==> config.mk <==
export PLATFORM = sky130hd
export DESIGN_NAME = alu_arbiter
export DESIGN_NICKNAME = d
export VERILOG_FILES = /design/src/rtl/alu_arbiter.sv
export SDC_FILE = /design/constraint.sdc
export NUM_CORES = 1
export LEC_CHECK = 0
export CORE_AREA = 4 4 161 163
export DETAILED_ROUTE_END_ITERATION = 8
export DIE_AREA = 0 0 165 167
export SLEW_MARGIN = 20
export SYNTH_ARGS = -nofsm -noshare
export SYNTH_HDL_FRONTEND = slang
export SYNTH_SLANG_ARGS = --single-unit
==> constraint.sdc <==
create_clock -name clk -period 3.91 [get_ports clk]
set_input_delay 0.9775 -clock clk [delete_from_list [all_inputs] [get_ports clk]]
set_output_delay 0.9775 -clock clk [all_outputs]
set_load 0.01 [all_outputs]
==> src/rtl/alu_arbiter.sv <==
// alu_arbiter: round-robin front end that shares one ALU among NREQ requesters.
// Ports:
//   clk, rst_n                    clock, async active-low reset
//   req_valid/req_ready           per-requester handshake (req_ready one-hot, combinational)
//   req_a/req_b/req_instr/req_alusel  packed per-requester operands and op codes
//   alu_a/alu_b/alu_instr/alu_alusel  drive the shared ALU (straight from op registers)
//   alu_y/alu_zero/alu_carry      ALU result
//   rsp_valid/rsp_ready           response handshake
//   rsp_id/rsp_y/rsp_zero/rsp_carry/rsp_dz  registered response payload
module alu_arbiter #(
    parameter int unsigned WIDTH      = 32,
    parameter int unsigned NREQ       = 4,
    parameter int unsigned MULDIV_LAT = 4,
    localparam int unsigned IDW       = (NREQ > 1) ? $clog2(NREQ) : 1
) (
    input  logic                  clk,
    input  logic                  rst_n,
    input  logic [NREQ-1:0]       req_valid,
    output logic [NREQ-1:0]       req_ready,
    input  logic [NREQ*WIDTH-1:0] req_a,
    input  logic [NREQ*WIDTH-1:0] req_b,
    input  logic [NREQ*2-1:0]     req_instr,
    input  logic [NREQ*2-1:0]     req_alusel,
    output logic [WIDTH-1:0]      alu_a,
    output logic [WIDTH-1:0]      alu_b,
    output logic [1:0]            alu_instr,
    output logic [1:0]            alu_alusel,
    input  logic [WIDTH-1:0]      alu_y,
    input  logic                  alu_zero,
    input  logic                  alu_carry,
    output logic                  rsp_valid,
    input  logic                  rsp_ready,
    output logic [IDW-1:0]        rsp_id,
    output logic [WIDTH-1:0]      rsp_y,
    output logic                  rsp_zero,
    output logic                  rsp_carry,
    output logic                  rsp_dz
);

    localparam int unsigned CW = $clog2(MULDIV_LAT + 1);

    localparam logic [1:0] S_IDLE = 2'd0;
    localparam logic [1:0] S_EXEC = 2'd1;
    localparam logic [1:0] S_RESP = 2'd2;

    logic [1:0]       state, state_next;
    logic [IDW-1:0]   last_id;
    logic [IDW-1:0]   grant_id;
    logic [IDW-1:0]   idx;
    logic             grant_found;
    logic             accept, exec_last, rsp_take;

    logic [WIDTH-1:0] a_sel, b_sel;
    logic [1:0]       instr_sel, alusel_sel;
    logic             dz_sel;

    logic [WIDTH-1:0] op_a, op_b;
    logic [1:0]       op_instr, op_alusel;
    logic [IDW-1:0]   op_id;
    logic             op_dz;
    logic [CW-1:0]    cnt;

    // Round-robin search starting just after the last served requester
    always_comb begin
        grant_found = 1'b0;
        grant_id    = last_id;
        idx         = '0;
        for (int unsigned k = 1; k <= NREQ; k++) begin
            idx = IDW'((32'(last_id) + k) % NREQ);
            if (!grant_found && req_valid[idx]) begin
                grant_found = 1'b1;
                grant_id    = idx;
            end
        end
    end

    // Operand mux for the winning requester
    always_comb begin
        a_sel      = '0;
        b_sel      = '0;
        instr_sel  = '0;
        alusel_sel = '0;
        for (int unsigned i = 0; i < NREQ; i++) begin
            if (grant_id == IDW'(i)) begin
                a_sel      = req_a[i*WIDTH +: WIDTH];
                b_sel      = req_b[i*WIDTH +: WIDTH];
                instr_sel  = req_instr[i*2 +: 2];
                alusel_sel = req_alusel[i*2 +: 2];
            end
        end
        dz_sel = (alusel_sel == 2'b01) && instr_sel[0] && (b_sel == '0);
    end

    // State register
    always_ff @(posedge clk or negedge rst_n) begin
        if (!rst_n) state <= S_IDLE;
        else        state <= state_next;
    end

    // Next-state and handshake decode
    always_comb begin
        state_next = state;
        req_ready  = '0;
        accept     = 1'b0;
        exec_last  = 1'b0;
        rsp_take   = 1'b0;
        case (state)
            S_IDLE: begin
                if (grant_found) begin
                    req_ready[grant_id] = 1'b1;
                    accept              = 1'b1;
                    state_next          = S_EXEC;
                end
            end
            S_EXEC: begin
                if (cnt == CW'(1)) begin
                    exec_last  = 1'b1;
                    state_next = S_RESP;
                end
            end
            S_RESP: begin
                if (rsp_ready) begin
                    rsp_take   = 1'b1;
                    state_next = S_IDLE;
                end
            end
            default: state_next = S_IDLE;
        endcase
    end

    // Op registers and EXEC down-counter
    always_ff @(posedge clk or negedge rst_n) begin
        if (!rst_n) begin
            op_a      <= '0;
            op_b      <= '0;
            op_instr  <= '0;
            op_alusel <= '0;
            op_id     <= '0;
            op_dz     <= 1'b0;
            cnt       <= '0;
        end else if (accept) begin
            op_a      <= a_sel;
            op_b      <= b_sel;
            op_id     <= grant_id;
            op_dz     <= dz_sel;
            // A trapped divide is replaced by a harmless add so the divider never sees b=0
            op_instr  <= dz_sel ? 2'b00 : instr_sel;
            op_alusel <= dz_sel ? 2'b00 : alusel_sel;
            cnt       <= ((alusel_sel == 2'b01) && !dz_sel) ? CW'(MULDIV_LAT) : CW'(1);
        end else if (state == S_EXEC) begin
            cnt <= cnt - CW'(1);
        end
    end

    // Response registers and round-robin pointer
    always_ff @(posedge clk or negedge rst_n) begin
        if (!rst_n) begin
            rsp_valid <= 1'b0;
            rsp_id    <= '0;
            rsp_y     <= '0;
            rsp_zero  <= 1'b0;
            rsp_carry <= 1'b0;
            rsp_dz    <= 1'b0;
            last_id   <= IDW'(NREQ - 1);
        end else if (exec_last) begin
            rsp_valid <= 1'b1;
            rsp_id    <= op_id;
            rsp_y     <= op_dz ? '1   : alu_y;
            rsp_zero  <= op_dz ? 1'b0 : alu_zero;
            rsp_carry <= op_dz ? 1'b0 : alu_carry;
            rsp_dz    <= op_dz;
        end else if (rsp_take) begin
            rsp_valid <= 1'b0;
            last_id   <= rsp_id;
        end
    end

    assign alu_a      = op_a;
    assign alu_b      = op_b;
    assign alu_instr  = op_instr;
    assign alu_alusel = op_alusel;

endmodule

## Word-level counts from Yosys, hierarchy flattened

Index checks and enable logic that the tools add are counted.

- Bitwise gates (word level): 1
- Reduce and logical (&&, ||, !) cells: 18
- Eq/ne operators: 10
- Order comparisons: 6
- $add $sub $neg: 5
- Multiplexer cells: 56

Operators by type and width:

| operator | number |
|---|---|
| two-way mux 32 bit | 9 |
| two-way mux 2 bit | 17 |
| logical NOT 32 bit | 1 |
| two-way mux 1 bit | 19 |
| < comparator 2 x 3 -> 1 bit (second input constant) | 5 |
| two-way mux 3 bit | 3 |
| binary-select mux 1 bit (select 2 bit) | 4 |
| two-way mux 4 bit | 2 |
| logical AND 1 bit | 7 |
| equality test 2 x 1 -> 1 bit (second input constant) | 3 |
| equality test 2 bit (second input constant) | 3 |
| inequality test 2 bit (second input constant) | 3 |
| one-hot mux 2 bit (3 select lines) | 1 |
| adder 2 x 1 -> 2 bit (second input constant) | 2 |
| adder 2 bit (second input constant) | 2 |
| logical NOT 1 bit | 4 |
| logical NOT 2 bit | 2 |
| nonzero test 2 bit | 2 |
| equality test 3 x 1 -> 1 bit (second input constant) | 1 |
| AND reduction 3 bit | 1 |
| subtractor 3 x 1 -> 3 bit (second input constant) | 1 |
| demux 1 bit (select 2 bit) | 1 |
| greater-or-equal comparator 2 x 1 -> 1 bit (second input constant) | 1 |
| AND reduction 2 bit | 1 |
| inverter 1 bit | 1 |

- Output and inout bits: 110
- Word-level logic and storage cells: 111
- Register bits after elaboration: 116
- Input port bits: 313

## Logic depth before layout (Yosys ltp)

Gate-level depths: netlist (run 1).

- Word-level depth: 25
- Depth in mapped cells: 12
- Gate-level depth less buffers: 7

## Worst setup path before layout (run 1)

No wires, ideal clock.

- Path kind: input to output
- From: in req_valid[0]
- To: out req_ready[3]
- Path buffers: 4
- Stages: 8
- Slack: 0.304 ns
- Required time: 2.933 ns
- Data arrival time: 2.629 ns
- Path through: nor3b_1 > a221o_1 > buf_6 > buf_2 > clkbuf_1 > nand2_1 > nor2_1 > buf_2

- Longest elaborated chain between the ends: 18
- Elaborated cells on any way between the ends: 29
- Those cells by class: order compare: 2; mux: 20; reduce/logical: 7

Ends and longest elaborated chain:

| element | RTL line | source |
|---|---|---|
| start: declaration | 18 | `input logic [NREQ-1:0] req_valid,` |
| binary-select mux 1 bit (select 2 bit) | 70 | `if (!grant_found && req_valid[idx]) begin` |
| two-way mux 1 bit (implied by the code) | 70 |  |
| two-way mux 1 bit | 70 |  |
| logical NOT 1 bit | 70 |  |
| logical AND 1 bit | 70 |  |
| two-way mux 1 bit | 70 |  |
| logical NOT 1 bit | 70 |  |
| logical AND 1 bit | 70 |  |
| [... 2 more ...] | n/a |  |
| logical AND 1 bit | 70 |  |
| two-way mux 2 bit | 70 |  |
| < comparator 2 x 3 -> 1 bit (implied by the code) or greater-or-equal comparator 2 x 1 -> 1 bit (tied branches) | 110 | `req_ready[grant_id] = 1'b1;` |
| logical AND 1 bit (implied by the code) | 110 |  |
| two-way mux 1 bit (implied by the code) | 110 |  |
| demux 1 bit (select 2 bit) | 110 |  |
| two-way mux 4 bit * | 109 | `if (grant_found) begin` |
| two-way mux 4 bit * | 107 | `case (state)` |
| end: declaration | 19 | `output logic [NREQ-1:0] req_ready,` |

Every way passes the cells marked *; elsewhere a longest branch is shown, timed or not. The select of a mux whose other input is x is not followed.

## Worst setup path in the final report (run 1)

- From: in req_valid[3]
- To: out req_ready[1]

The elaborated chain is that of the path after synthesis.

==> impl_metrics.json, run 1 <==
{
  "drc": 0,
  "dp_hpwl_um": 23700,
  "p_switching_mw": 3.52,
  "yosys_register_bits": 116,
  "initial_core_util": 0.280,
  "synth_edf_count": 0,
  "grt_setup_unrepaired": "false",
  "reg2reg_from": "last_id[1]",
  "finalCritPeriodShare": 0.973,
  "grt_max_degree": 60,
  "dp.cells": 1584,
  "ir_drop_uv": 344,
  "switching_share": 0.411,
  "numCtsBuffers": 17,
  "clk_pin_slew_ns": 0.06,
  "cp_max_fo": 4,
  "arrival_ns": 2.83,
  "final_util": 0.499,
  "track_usage": 0.210,
  "post-place-ws_ns": -0.268,
  "ioPinCount": 423,
  "design_area_um2": 12100,
  "synth.largest_area_cell": "dfrtp_1",
  "final_nets": 1594,
  "overflow": 0,
  "portBuffers": 422,
  "yosysSeqAreaShare": 0.427,
  "finalNonFillerCells": 1619,
  "grt_pass1_vias": 7667,
  "relSlewSlack": 0.451,
  "via_count": 7563,
  "row_count": 57,
  "fmax_mhz": 263,
  "syn_to_final_growth_pct": 78.4,
  "dpl_cell_area_um2": 11500,
  "avgViaCountPerCell": 4.67,
  "leakagePower_nw": 5.27,
  "synthArstFlopShare": 1.00,
  "critPathCaptureType": "output port",
  "ys.flop_type": "dfrtp_1",
  "gp_congestion": 0.858,
  "syn-cell-area_um2": 6800,
  "min-delay-start": "alu_b[14]",
  "antenna_found_initial": 3,
  "fin_skew_ns": 0.0125,
  "synth_fp_nets": 1178,
  "min_path_type": "reg2reg",
  "wl_per_cell_um": 18.6,
  "crit_path_start_kind": "primary input",
  "dieArea_um2": 27600,
  "p_int_mw": 5.05,
  "ys_warn_count": 0,
  "path_class": "in2out",
  "hold_viol": 0,
  "clock_latency_ns": 0.42,
  "worstPathRequired_ns": 2.93,
  "htreeDepth": 4,
  "wl_um": 30200,
  "p_comb_frac": 0.561,
  "drt_first_iter_violations": 326,
  "clockRootBuffer": "clkbuf_16",
  "cts_buffer_depth": 2,
  "clkSinkCount": 116,
  "synth.most_common_cell": "nand2_1",
  "holdPathEnd": "alu_b[14]",
  "die-width_um": 165,
  "synth_area_per_cell_um2": 7.88,
  "synthTopCellsByCount": "nand2_1 (250), a21oi_1 (119), dfrtp_1 (114), nor2_1 (97), mux2i_1 (80)",
  "holdWs_ns": 0.475,
  "grt_pass1_wl_um": 44600,
  "drv_cap": 0,
  "power_frac_clock": 0.192,
  "regToRegEndpoint": "alu_instr[1]",
  "drtPass1Iterations": 4,
  "finalSetupTns_ns": 0,
  "pwr-share-seq": 0.247,
  "cellPowerDensity_nw_per_um2": 707,
  "tritoncts": "done",
  "synth.area.top_cells": "dfrtp_1 (42%), nand2_1 (14%), mux2i_1 (12%)",
  "core_area_um2": 24300,
  "hold_path_depth": 2,
  "fin_crit_ns": 3.81,
  "setup_violations": 0,
  "reg2reg_slack_ns": 0.80,
  "drive_above_1_share": 0.0751,
  "synth.distinct_cells": 44,
  "ant_nets": 0,
  "r2r_cells": 10,
  "power_mw": 8.58,
  "setup_ws_ns": 0.104,
  "status": "complete, no violations",
  "worst_pin_slew_ns": 0.824,
  "die_h_um": 167,
  "syn-instance-count": 863,
  "postCtsSetupRepairBufs": 0,
  "synth_top_area_share": 0.420,
  "drv_slew": 0
}
## sequential cells by signal, summed over array words and instances, names as in the netlist, 2 cells and up
register / cells
alu_a: 32
alu_alusel: 2
alu_b: 32
alu_instr: 2
cnt: 3
last_id: 2
op_id: 2
rsp_id: 2
rsp_y: 32
state: 2
## routing by layer
metal  global-route usage  share of wire  up-vias
met4               0.0741          0.023        0
li1                     -              -     3764
met2                0.369           0.50      292
met3               0.0655          0.084       33
met5                    0              0        -
met1                0.238           0.39     3474
## layout make-up
class,count,area [µm²]
Tap cell,324,405
Timing Repair Buffer,463,4550
Inverter,7,26.3
Clock buffer,17,425
Multi-Input combinational cell,674,3630
Clock inverter,15,181
Sequential cell,116,2910
Antenna cell,3,7.51
Fill cell,2375,12200
## power by group through the flow
stage	clock, mW	sequential, mW	combinational, mW
floorplan	0	2.32	2.34
global placement	0	2.12	4.84
detailed placement	0	2.13	4.88
CTS	1.69	2.13	4.89
global route	1.75	2.19	5.30
finish	1.64	2.12	4.81
## critical path: stages
cell and delay, ns:
clkdlybuf4s50_1 0.49, nor2_1 0.18, o32ai_2 0.11, or3_2 0.53, nor2_1 0.16, dlygate4sd2_1 0.37
## repair_timing
action	4_1_cts	5_1_grt
pin swaps	0	0
cloned	0	0
endpoints found under the setup margin	4	1
hold buffers	0	0
gates resized for setup	7	3
## placed cells by master, fill, tap and decap left out, drive strengths merged, types with 2 or more instances in the layout
| master | Yosys | final |
|---|---|---|
| clkdlybuf4s50 | 0 | 417 |
| nand2 | 250 | 250 |
| a21oi | 119 | 119 |
| dfrtp | 114 | 114 |
| nor2 | 98 | 98 |
| mux2i | 80 | 80 |
| o21ai | 44 | 44 |
| buf | 22 | 42 |
| clkbuf | 44 | 18 |
| inv | 7 | 17 |
| a22oi | 16 | 16 |
| nor4 | 9 | 9 |
| mux2 | 6 | 6 |
| nand3b | 5 | 5 |
| nor3 | 5 | 5 |
| nand2b | 4 | 4 |
| a31oi | 4 | 4 |
| or3 | 4 | 4 |
| diode | 0 | 3 |
| dlygate4sd2 | 0 | 3 |
| nor3b | 2 | 2 |
| nor2b | 2 | 2 |
| nor4b | 2 | 2 |
| and3 | 2 | 2 |
| a311oi | 2 | 2 |
| a31o | 2 | 2 |
| xnor2 | 2 | 2 |
| ha | 2 | 2 |
| bufinv | 0 | 2 |
| clkinvlp | 0 | 2 |
| dfstp | 2 | 2 |
| and2 | 2 | 2 |
| or4 | 2 | 2 |
## worst max path at each step
stage | start | endpoint | slack (ns) | cells past startpoint
after CTS | req_valid[3] | req_ready[0] | -0.006 | 6
after global placement | req_valid[3] | req_ready[0] | -0.31 | 6
after detailed placement | req_valid[2] | req_ready[3] | -0.27 | 7
after global routing | req_valid[2] | req_ready[1] | 0.04 | 6
after floorplan | req_valid[0] | req_ready[3] | 0.30 | 8
final | req_valid[3] | req_ready[1] | 0.10 | 6
## cell families (layout without fill, tap and decap cells)
family / after synthesis / after routing / share of synthesized area
simple gates: 391 / 391 / 0.236
xor+xnor: 2 / 2 / 0.00258
fa+ha+maj: 2 / 2 / 0.00368
compound gates: 193 / 193 / 0.156
mux: 86 / 86 / 0.128
buf+inv: 73 / 502 / 0.0471
other cells: 0 / 3 / 0
flops: 116 / 116 / 0.427
No activity file was read; power rests on OpenSTA's default activity.
==> inputs of run 2 (changes only) <==
CELL_PAD_IN_SITES_DETAIL_PLACEMENT = 1   (was default)
CELL_PAD_IN_SITES_GLOBAL_PLACEMENT = 1   (was default)
CORE_AREA = default   (was 4 4 161 163)
CORE_ASPECT_RATIO = 0.5   (was default)
CORE_MARGIN = 4   (was default)
CORE_UTILIZATION = 25   (was default)
DIE_AREA = default   (was 0 0 165 167)
PLACE_DENSITY_LB_ADDON = 0.1   (was default)
==> run 2 against run 1 <==
Utilization fell by 4.3 points. Sequential power about the same. Fmax shrank 0.19%. Non-clock buffer count is 8 lower. Clock-buffer cell count grew 6. Register-to-register slack better by 0.08 ns. Hold slack worse by 0.0039 ns. Critical path depth up 2. Worst setup slack got worse by 0.0072 ns. Design area decreased by 0.11%. Critical path type unchanged.
==> impl_metrics.json, run 2 (synthesis gave the netlist of run 1 again) <==
{
  "p_int_mw": 5.11,
  "grt_max_degree": 74,
  "worstPathRequired_ns": 2.93,
  "setup_violations": 0,
  "clock_latency_ns": 0.42,
  "clk_pin_slew_ns": 0.05,
  "ioPinCount": 423,
  "holdWs_ns": 0.471,
  "fin_crit_ns": 3.81,
  "worst_pin_slew_ns": 0.835,
  "die_h_um": 125,
  "drv_slew": 0,
  "num-fill-cells": 3136,
  "row_count": 42,
  "dpl_cell_area_um2": 11500,
  "wl_um": 31300,
  "dp_hpwl_um": 24500,
  "initial_core_util": 0.256,
  "final_nets": 1586,
  "cts_buffer_depth": 2,
  "power_frac_clock": 0.190,
  "regToRegEndpoint": "alu_instr[0]",
  "setup_ws_ns": 0.0969,
  "overflow": 0,
  "fin_skew_ns": 0.00460,
  "pwr-share-seq": 0.248,
  "finalSetupTns_ns": 0,
  "final_common_cell": "clkdlybuf4s50_1",
  "dp.cells": 1604,
  "tritoncts": "done",
  "clkSinkCount": 116,
  "antenna_found_initial": 3,
  "status": "complete, no violations",
  "p_comb_frac": 0.563,
  "min_path_type": "reg2reg",
  "finalNonFillerCells": 1637,
  "avgViaCountPerCell": 4.72,
  "min-delay-start": "op_id[0]",
  "design_area_um2": 12100,
  "reg2reg_slack_ns": 0.88,
  "critPathCaptureType": "output port",
  "wl_per_cell_um": 19.1,
  "crit_path_start_kind": "primary input",
  "reg2reg_from": "last_id[0]",
  "grt_pass1_wl_um": 48400,
  "finalCritPeriodShare": 0.975,
  "leakagePower_nw": 5.23,
  "p_switching_mw": 3.45,
  "grt_setup_unrepaired": "false",
  "core_area_um2": 26600,
  "postCtsSetupRepairBufs": 0,
  "drv_cap": 0,
  "fmax_mhz": 262,
  "drc": 0,
  "track_usage": 0.207,
  "htreeDepth": 4,
  "via_count": 7728,
  "power_mw": 8.56,
  "layout_common_cells": "clkdlybuf4s50_1 (417), nand2_1 (250), a21oi_1 (119)",
  "cts_repair_resize_count": 4,
  "relSlewSlack": 0.443,
  "portBuffers": 422,
  "post-place-ws_ns": -0.249,
  "gp_congestion": 0.835,
  "hold_buffers": 0,
  "die-width_um": 241,
  "ant_nets": 0,
  "numCtsBuffers": 17,
  "switching_share": 0.403,
  "syn_to_final_growth_pct": 78.2,
  "ir_drop_uv": 348,
  "grt_pass1_vias": 8465,
  "clockRootBuffer": "clkbuf_16",
  "final_util": 0.455,
  "cellPowerDensity_nw_per_um2": 707,
  "dieArea_um2": 30100,
  "endpoint": "req_ready[2]",
  "drive_above_1_share": 0.0670,
  "arrival_ns": 2.84,
  "r2r_cells": 9,
  "crit_start": "req_valid[2]",
  "path_class": "in2out",
  "cp_max_fo": 5,
  "hold_viol": 0,
  "drtPass1Iterations": 4,
  "drt_first_iter_violations": 406
}
run 2: power by group through the flow:
| stage | registers, mW | logic [mW] | clock network [mW] |
|---|---|---|---|
| 6_report | 2.12 | 4.81 | 1.63 |
| 3_3_place_gp | 2.11 | 4.80 | 0 |
| 2_1_floorplan | 2.32 | 2.34 | 0 |
| 3_5_place_dp | 2.14 | 4.90 | 0 |
| 5_1_grt | 2.20 | 5.35 | 1.73 |
| 4_1_cts | 2.13 | 4.91 | 1.67 |
run 2: final cells by class:
class / count / area (µm²) / share of cell area
Sequential cell: 116 / 2910 / 0.240
Tap cell: 352 / 440 / 0.0364
Inverter: 7 / 26.3 / 0.00217
Antenna cell: 1 / 2.50 / 0.000207
Clock inverter: 9 / 129 / 0.0106
Timing Repair Buffer: 455 / 4500 / 0.372
Clock buffer: 23 / 478 / 0.0395
Multi-Input combinational cell: 674 / 3630 / 0.299
run 2: worst min path at each step:
| stage | end | cells past startpoint |
|---|---|---|
| after floorplan | op_id[0] | 2 |
| after global placement | op_id[1] | 2 |
| after detailed placement | op_id[0] | 2 |
| after CTS | op_id[0] | 2 |
| after global routing | alu_b[17] | 2 |
| final | op_id[0] | 2 |
run 2: critical path, stage by stage:
cell             delay [ns]
clkdlybuf4s50_1        0.55
inv_1                  0.07
o32ai_2                0.29
buf_4                  0.17
nor3_2                 0.04
buf_4                  0.14
nor3_1                 0.27
dlygate4sd2_1          0.33
run 2: routing by layer:
metal	share of wire	global-route usage	vias to the layer above
li1	-	-	3730
met4	0.029	0.0748	4
met2	0.52	0.365	178
met5	0.00093	0	-
met1	0.40	0.238	3767
met3	0.052	0.0582	49
